==> config.mk <==
export PLATFORM = sky130hd
export DESIGN_NAME = core_run_controller
export DESIGN_NICKNAME = d
export VERILOG_FILES = /design/src/rtl/core_run_controller.sv
export SDC_FILE = /design/constraint.sdc
export NUM_CORES = 1
export LEC_CHECK = 0
export ABC_AREA = 1
export CORE_UTILIZATION = 30
export DETAILED_ROUTE_END_ITERATION = 8
export SLEW_MARGIN = 20
export SYNTH_ARGS = -nofsm -noshare
export SYNTH_HDL_FRONTEND = slang
export SYNTH_SLANG_ARGS = --single-unit
==> constraint.sdc <==
create_clock -name clk -period 4.45 [get_ports clk]
set_input_delay 0.445 -clock clk [delete_from_list [all_inputs] [get_ports clk]]
set_output_delay 0.445 -clock clk [all_outputs]
set_load 0.01 [all_outputs]
==> src/rtl/core_run_controller.sv <==
// Run/reset sequencer for rv32i_core bring-up: holds the core in reset, releases it for bounded
// runs and ends each run on a tohost store, PC stall or timeout, reporting the outcome.
module core_run_controller #(
  parameter int unsigned DATA_WIDTH   = 32,
  parameter int unsigned NUM_RUNS     = 2,
  parameter int unsigned RUN_CYCLES   = 10000,
  parameter int unsigned RESET_CYCLES = 10,
  parameter int unsigned STALL_LIMIT  = 64,
  parameter logic [DATA_WIDTH-1:0] TOHOST_ADDR = DATA_WIDTH'(32'h0000_1000),
  parameter int unsigned CNT_WIDTH    = 32,
  localparam int unsigned RW = (NUM_RUNS > 1) ? $clog2(NUM_RUNS) : 1
) (
  input  logic                  clk,
  input  logic                  reset,
  input  logic                  start_i,
  input  logic [DATA_WIDTH-1:0] ins_address_i,
  input  logic [DATA_WIDTH-1:0] RAM_Addr_i,
  input  logic [DATA_WIDTH-1:0] RAM_DATA_i,
  input  logic                  RAM_rw_i,
  output logic                  core_reset_o,
  output logic                  done_o,
  output logic                  pass_o,
  output logic                  fail_o,
  output logic [1:0]            fail_cause_o,
  output logic [DATA_WIDTH-1:0] tohost_value_o,
  output logic [RW-1:0]         run_index_o,
  output logic [CNT_WIDTH-1:0]  cycle_count_o,
  output logic [CNT_WIDTH-1:0]  total_cycles_o
);

  localparam int unsigned HW = (RESET_CYCLES > 1) ? $clog2(RESET_CYCLES) : 1;
  localparam int unsigned SW = $clog2(STALL_LIMIT);

  typedef enum logic [1:0] {S_IDLE, S_HOLD, S_RUN, S_DONE} state_t;

  state_t                state_q, state_d;
  logic [HW-1:0]         hold_q, hold_d;
  logic [SW-1:0]         stall_q, stall_d;
  logic [DATA_WIDTH-1:0] prev_pc_q, prev_pc_d;
  logic                  core_reset_q, core_reset_d;
  logic                  done_q, done_d;
  logic                  pass_q, pass_d;
  logic                  fail_q, fail_d;
  logic [1:0]            cause_q, cause_d;
  logic [DATA_WIDTH-1:0] tohost_q, tohost_d;
  logic [RW-1:0]         idx_q, idx_d;
  logic [CNT_WIDTH-1:0]  cycle_q, cycle_d;
  logic [CNT_WIDTH-1:0]  total_q, total_d;

  logic [SW-1:0] stall_next;
  logic          tohost_hit;
  logic          stall_hit;
  logic          timeout_hit;
  logic          last_run;

  // The first RUN cycle has no previous PC to compare against.
  assign stall_next  = ((cycle_q != '0) && (ins_address_i == prev_pc_q)) ?
                       SW'(stall_q + SW'(1)) : '0;
  assign stall_hit   = (stall_next == SW'(STALL_LIMIT - 1));
  assign tohost_hit  = RAM_rw_i && (RAM_Addr_i == TOHOST_ADDR);
  assign timeout_hit = (cycle_q == CNT_WIDTH'(RUN_CYCLES - 1));
  assign last_run    = (idx_q == RW'(NUM_RUNS - 1));

  // Next-state and result update.
  always_comb begin
    state_d   = state_q;
    hold_d    = hold_q;
    stall_d   = stall_q;
    prev_pc_d = prev_pc_q;
    pass_d    = pass_q;
    fail_d    = fail_q;
    cause_d   = cause_q;
    tohost_d  = tohost_q;
    idx_d     = idx_q;
    cycle_d   = cycle_q;
    total_d   = total_q;

    case (state_q)
      S_HOLD: begin
        if (hold_q == HW'(RESET_CYCLES - 1)) begin
          state_d = S_RUN;
          cycle_d = '0;
          stall_d = '0;
        end else begin
          hold_d = HW'(hold_q + HW'(1));
        end
      end
      S_RUN: begin
        prev_pc_d = ins_address_i;
        stall_d   = stall_next;
        if (!(&total_q)) total_d = CNT_WIDTH'(total_q + CNT_WIDTH'(1));
        if (tohost_hit) begin
          tohost_d = RAM_DATA_i;
          if (RAM_DATA_i == DATA_WIDTH'(1)) begin
            if (last_run) begin
              pass_d  = 1'b1;
              state_d = S_DONE;
            end else begin
              idx_d   = RW'(idx_q + RW'(1));
              hold_d  = '0;
              state_d = S_HOLD;
            end
          end else begin
            fail_d  = 1'b1;
            cause_d = 2'b01;
            state_d = S_DONE;
          end
        end else if (stall_hit) begin
          fail_d  = 1'b1;
          cause_d = 2'b10;
          state_d = S_DONE;
        end else if (timeout_hit) begin
          fail_d  = 1'b1;
          cause_d = 2'b11;
          state_d = S_DONE;
        end else begin
          cycle_d = CNT_WIDTH'(cycle_q + CNT_WIDTH'(1));
        end
      end
      default: ;
    endcase

    // A start pulse in any state begins a fresh sequence.
    if (start_i) begin
      state_d  = S_HOLD;
      hold_d   = '0;
      stall_d  = '0;
      pass_d   = 1'b0;
      fail_d   = 1'b0;
      cause_d  = 2'b00;
      tohost_d = '0;
      idx_d    = '0;
      cycle_d  = '0;
      total_d  = '0;
    end
  end

  assign core_reset_d = (state_d != S_RUN);
  assign done_d       = (state_d == S_DONE);

  always_ff @(posedge clk) begin
    if (reset) begin
      state_q      <= S_IDLE;
      hold_q       <= '0;
      stall_q      <= '0;
      prev_pc_q    <= '0;
      core_reset_q <= 1'b1;
      done_q       <= 1'b0;
      pass_q       <= 1'b0;
      fail_q       <= 1'b0;
      cause_q      <= 2'b00;
      tohost_q     <= '0;
      idx_q        <= '0;
      cycle_q      <= '0;
      total_q      <= '0;
    end else begin
      state_q      <= state_d;
      hold_q       <= hold_d;
      stall_q      <= stall_d;
      prev_pc_q    <= prev_pc_d;
      core_reset_q <= core_reset_d;
      done_q       <= done_d;
      pass_q       <= pass_d;
      fail_q       <= fail_d;
      cause_q      <= cause_d;
      tohost_q     <= tohost_d;
      idx_q        <= idx_d;
      cycle_q      <= cycle_d;
      total_q      <= total_d;
    end
  end

  assign core_reset_o   = core_reset_q;
  assign done_o         = done_q;
  assign pass_o         = pass_q;
  assign fail_o         = fail_q;
  assign fail_cause_o   = cause_q;
  assign tohost_value_o = tohost_q;
  assign run_index_o    = idx_q;
  assign cycle_count_o  = cycle_q;
  assign total_cycles_o = total_q;

endmodule

==> summary.txt <==
Outcome
  – Status: finished clean

Final layout
  – Fraction of layout cells with a size suffix above 1: 0.0381
  – Diodes inserted: 0
  – Area Growth Syn to Fin: 36.6%
  – Nets@finish: 1511
  – Final core utilization: 0.416
  – Most common cell after layout, fill and taps aside: nand2_1
  – Cell area after layout: between 0.01 and 0.015 mm^2
  – Commonest non-fill, non-tap cells in the layout: nand2_1, nor2_1, clkdlybuf4s50_1, dfxtp_1, inv_1

Worst setup path
  – Data required, critical path: 4.81 ns
  – Startpoint Class: flip-flop
  – WS Path Type: reg2reg
  – FF-to-FF Start: total_cycles_o[0]
  – Critical Path End Type: flip-flop
  – CP Launch Point: total_cycles_o[0]
  – Worst-path maximum fanout: 26
  – Arr. time, crit path: 3.28 ns

Routing
  – WL/cell: 13.4 um
  – Post-route ant nets: 0
  – 1st-iter DRT viols: 510
  – WL final: 23.4 mm
  – Vias post-DR: around 8.2k
  – DR DRC count: 0
  – Vias/cell: 4.68
  – DRT Pass-1 Iters: 5

Floorplanning
  – Starting Density: 0.304
  – Full die area: about 0.027 mm^2
  – Ports: 203
  – Die W: 164 um
  – Die Height: ~160 um
  – Core Region: ~0.026 mm^2
  – Row count: 59

Placement
  – Port Buffers: 202
  – Pre-CTS setup slack: 1.23 ns
  – GPL Wtd Cong: 0.946
  – HPWL after DPL: ~17 mm
  – Post-DP Area: around 0.01 mm^2

CTS
  – Post-CTS Setup Bufs: 0
  – PostCTS Resize Cnt: 0
  – Clk slew on worst S/H paths: about 0.070 ns
  – CTS tree: built
  – CTS buffer count: 17
  – Clk sinks: 147
  – H-tree levels: 4
  – CTS hold repair buffers: 0
  – Clk Latency, worst-skew pair: 0.43 ns
  – Max Root-Sink Buffers: 2
  – Root Driver: clkbuf_16

Flow run
  – Max_cap viols: 0

STA
  – Final hold violation count: 0
  – Slew Viols, Final: 0
  – RSZ-0062 raised after global routing: no
  – Tmin final: 2.91 ns
  – Final setup TNS: 0 ns
  – Final Cycle Share: 0.655
  – FMAX: between 300 and 400 MHz
  – Final setup viols: 0
  – Post-route setup slack: 1.54 ns
  – Tightest Pin Transition: 1.02 ns
  – Relative slew slack: 0.320
  – Worst clock skew: 0.0122 ns

Synth
  – Synth Register Bits: approximately 150
  – Largest family of logic cells by synthesized area: simple AND/OR/NAND/NOR gates
  – Post-Syn Nets: 1327
  – Post-Syn Instances: around 1.2k
  – Cell area after synthesis: 0.00790 mm^2
  – Sequential area share after synthesis: 0.372
  – Synth Area per Inst: 6.48 um^2
  – Compound-Gate Fraction of Synth Area: 0.107
  – Synth warn: 0
  – Synth Area in XOR/XNOR: 0.0709
  – Synthesized-area fraction occupied by adder cells: 0.0127
  – Mux cell area share after synthesis: 0
  – Simple-gate share of the synthesized area: 0.359
  – Library cells used by synthesis: 34

Global route
  – Total grt overflow: 0
  – Largest net degree at the start of global routing: 52
  – First-pass GRT wire length: approximately 38 mm
  – Vias in the first global route: 7695
  – Tot GR Track Use: 0.180
  – Initial antenna violation count: 0

Pwr
  – VDD IR max: 0.212 mV
  – Pwr per Cell Area: approximately 280 mW/mm^2
  – Leak: 0.00388 uW

Worst hold path
  – Hold Crit Class: reg2reg
  – Hold wc startpoint: prev_pc_q[12]
==> sequential cells by signal, summed over array words and instances (netlist names), 2 cells and up <==
register / flops
stall_q: 6
hold_q: 4
state_q: 2
cycle_count_o: 32
fail_cause_o: 2
prev_pc_q: 32
tohost_value_o: 32
total_cycles_o: 32
==> metrics by stage <==
step	hold WS (ns)	total power, uW	instances
6_report	0.473	3070	1751
5_1_grt	0.490	3200	1751
4_1_cts	0.477	3110	1751
3_5_place_dp	0.467	1640	1719
3_3_place_gp	0.460	1630	1719
2_1_floorplan	0.452	1510	1219
==> final timing paths <==
kind | slack, ns | cells past startpoint | to
max | 1.54 | 11 | total_cycles_o[3]
min | 0.47 | 2 | prev_pc_q[12]
max reg2reg | 1.54 | 11 | total_cycles_o[3]
min reg2reg | 0.47 | 2 | prev_pc_q[12]
==> report_power, final <==
| group | internal (uW) | total (uW) | switching [uW] |
|---|---|---|---|
| registers | 1330 | 1340 | 11.3 |
| clock network | 854 | 1460 | 611 |
| logic | 127 | 264 | 137 |
==> synthesized netlist by cell type <==
cell,count,area share
nor2_1,231,0.11
nor3b_1,3,0.0028
a211oi_1,13,0.012
nor3_1,38,0.024
or2_1,1,0.00079
clkinv_1,1,0.00047
a31oi_1,3,0.0024
o21a_1,2,0.0019
buf_6,2,0.0028
ha_1,8,0.013
nand2_4,2,0.0028
dfxtp_1,147,0.37
nor3_2,3,0.0038
o21bai_1,1,0.00095
a21oi_1,94,0.060
nor4_1,13,0.010
inv_1,109,0.052
buf_2,5,0.0032
xor2_1,38,0.042
xnor2_1,26,0.029
nand3_1,30,0.019
clkbuf_1,32,0.015
nand4_1,25,0.020
nand2_2,2,0.0016
nand3_2,1,0.0013
buf_4,3,0.0028
and3_1,3,0.0024
nand2_1,328,0.16
buf_1,1,0.00047
o211ai_1,2,0.0019
or2_2,3,0.0024
inv_2,4,0.0019
nor3_4,1,0.0021
o21ai_0,44,0.028
==> routing by layer <==
metal / vias up / GRT usage / wire [um]
met1: 3657 / 0.222 / 10400
met4: 0 / 0.0509 / 323
met2: 258 / 0.299 / 10800
met5: - / 0 / 0
li1: 4255 / - / -
met3: 25 / 0.0551 / 1940
==> cell families after synthesis <==
family / after synthesis
compound gates: 159
xor+xnor: 64
fa+ha+maj: 8
buf+inv: 157
flops: 147
simple gates: 684
==> layout make-up <==
class | instances | area (um^2)
Clock buffer | 20 | 447
Tap cell | 335 | 419
Sequential cell | 147 | 2940
Fill cell | 2743 | 15200
Timing Repair Buffer | 208 | 2070
Inverter | 114 | 428
Clock inverter | 12 | 145
Multi-Input combinational cell | 915 | 4350
==> worst max-delay path: stages, from the launching register on <==
cell	delay, ns
dfxtp_1	0.39
ha_1	0.29
nand2_1	0.11
nor2_1	0.31
nand2_1	0.17
nor2_1	0.19
nand2_1	0.09
nand2_2	0.38
inv_1	0.50
nand2_1	0.19
o21ai_0	0.09
a21oi_1	0.13
No activity file was read; power rests on OpenSTA's default activity.
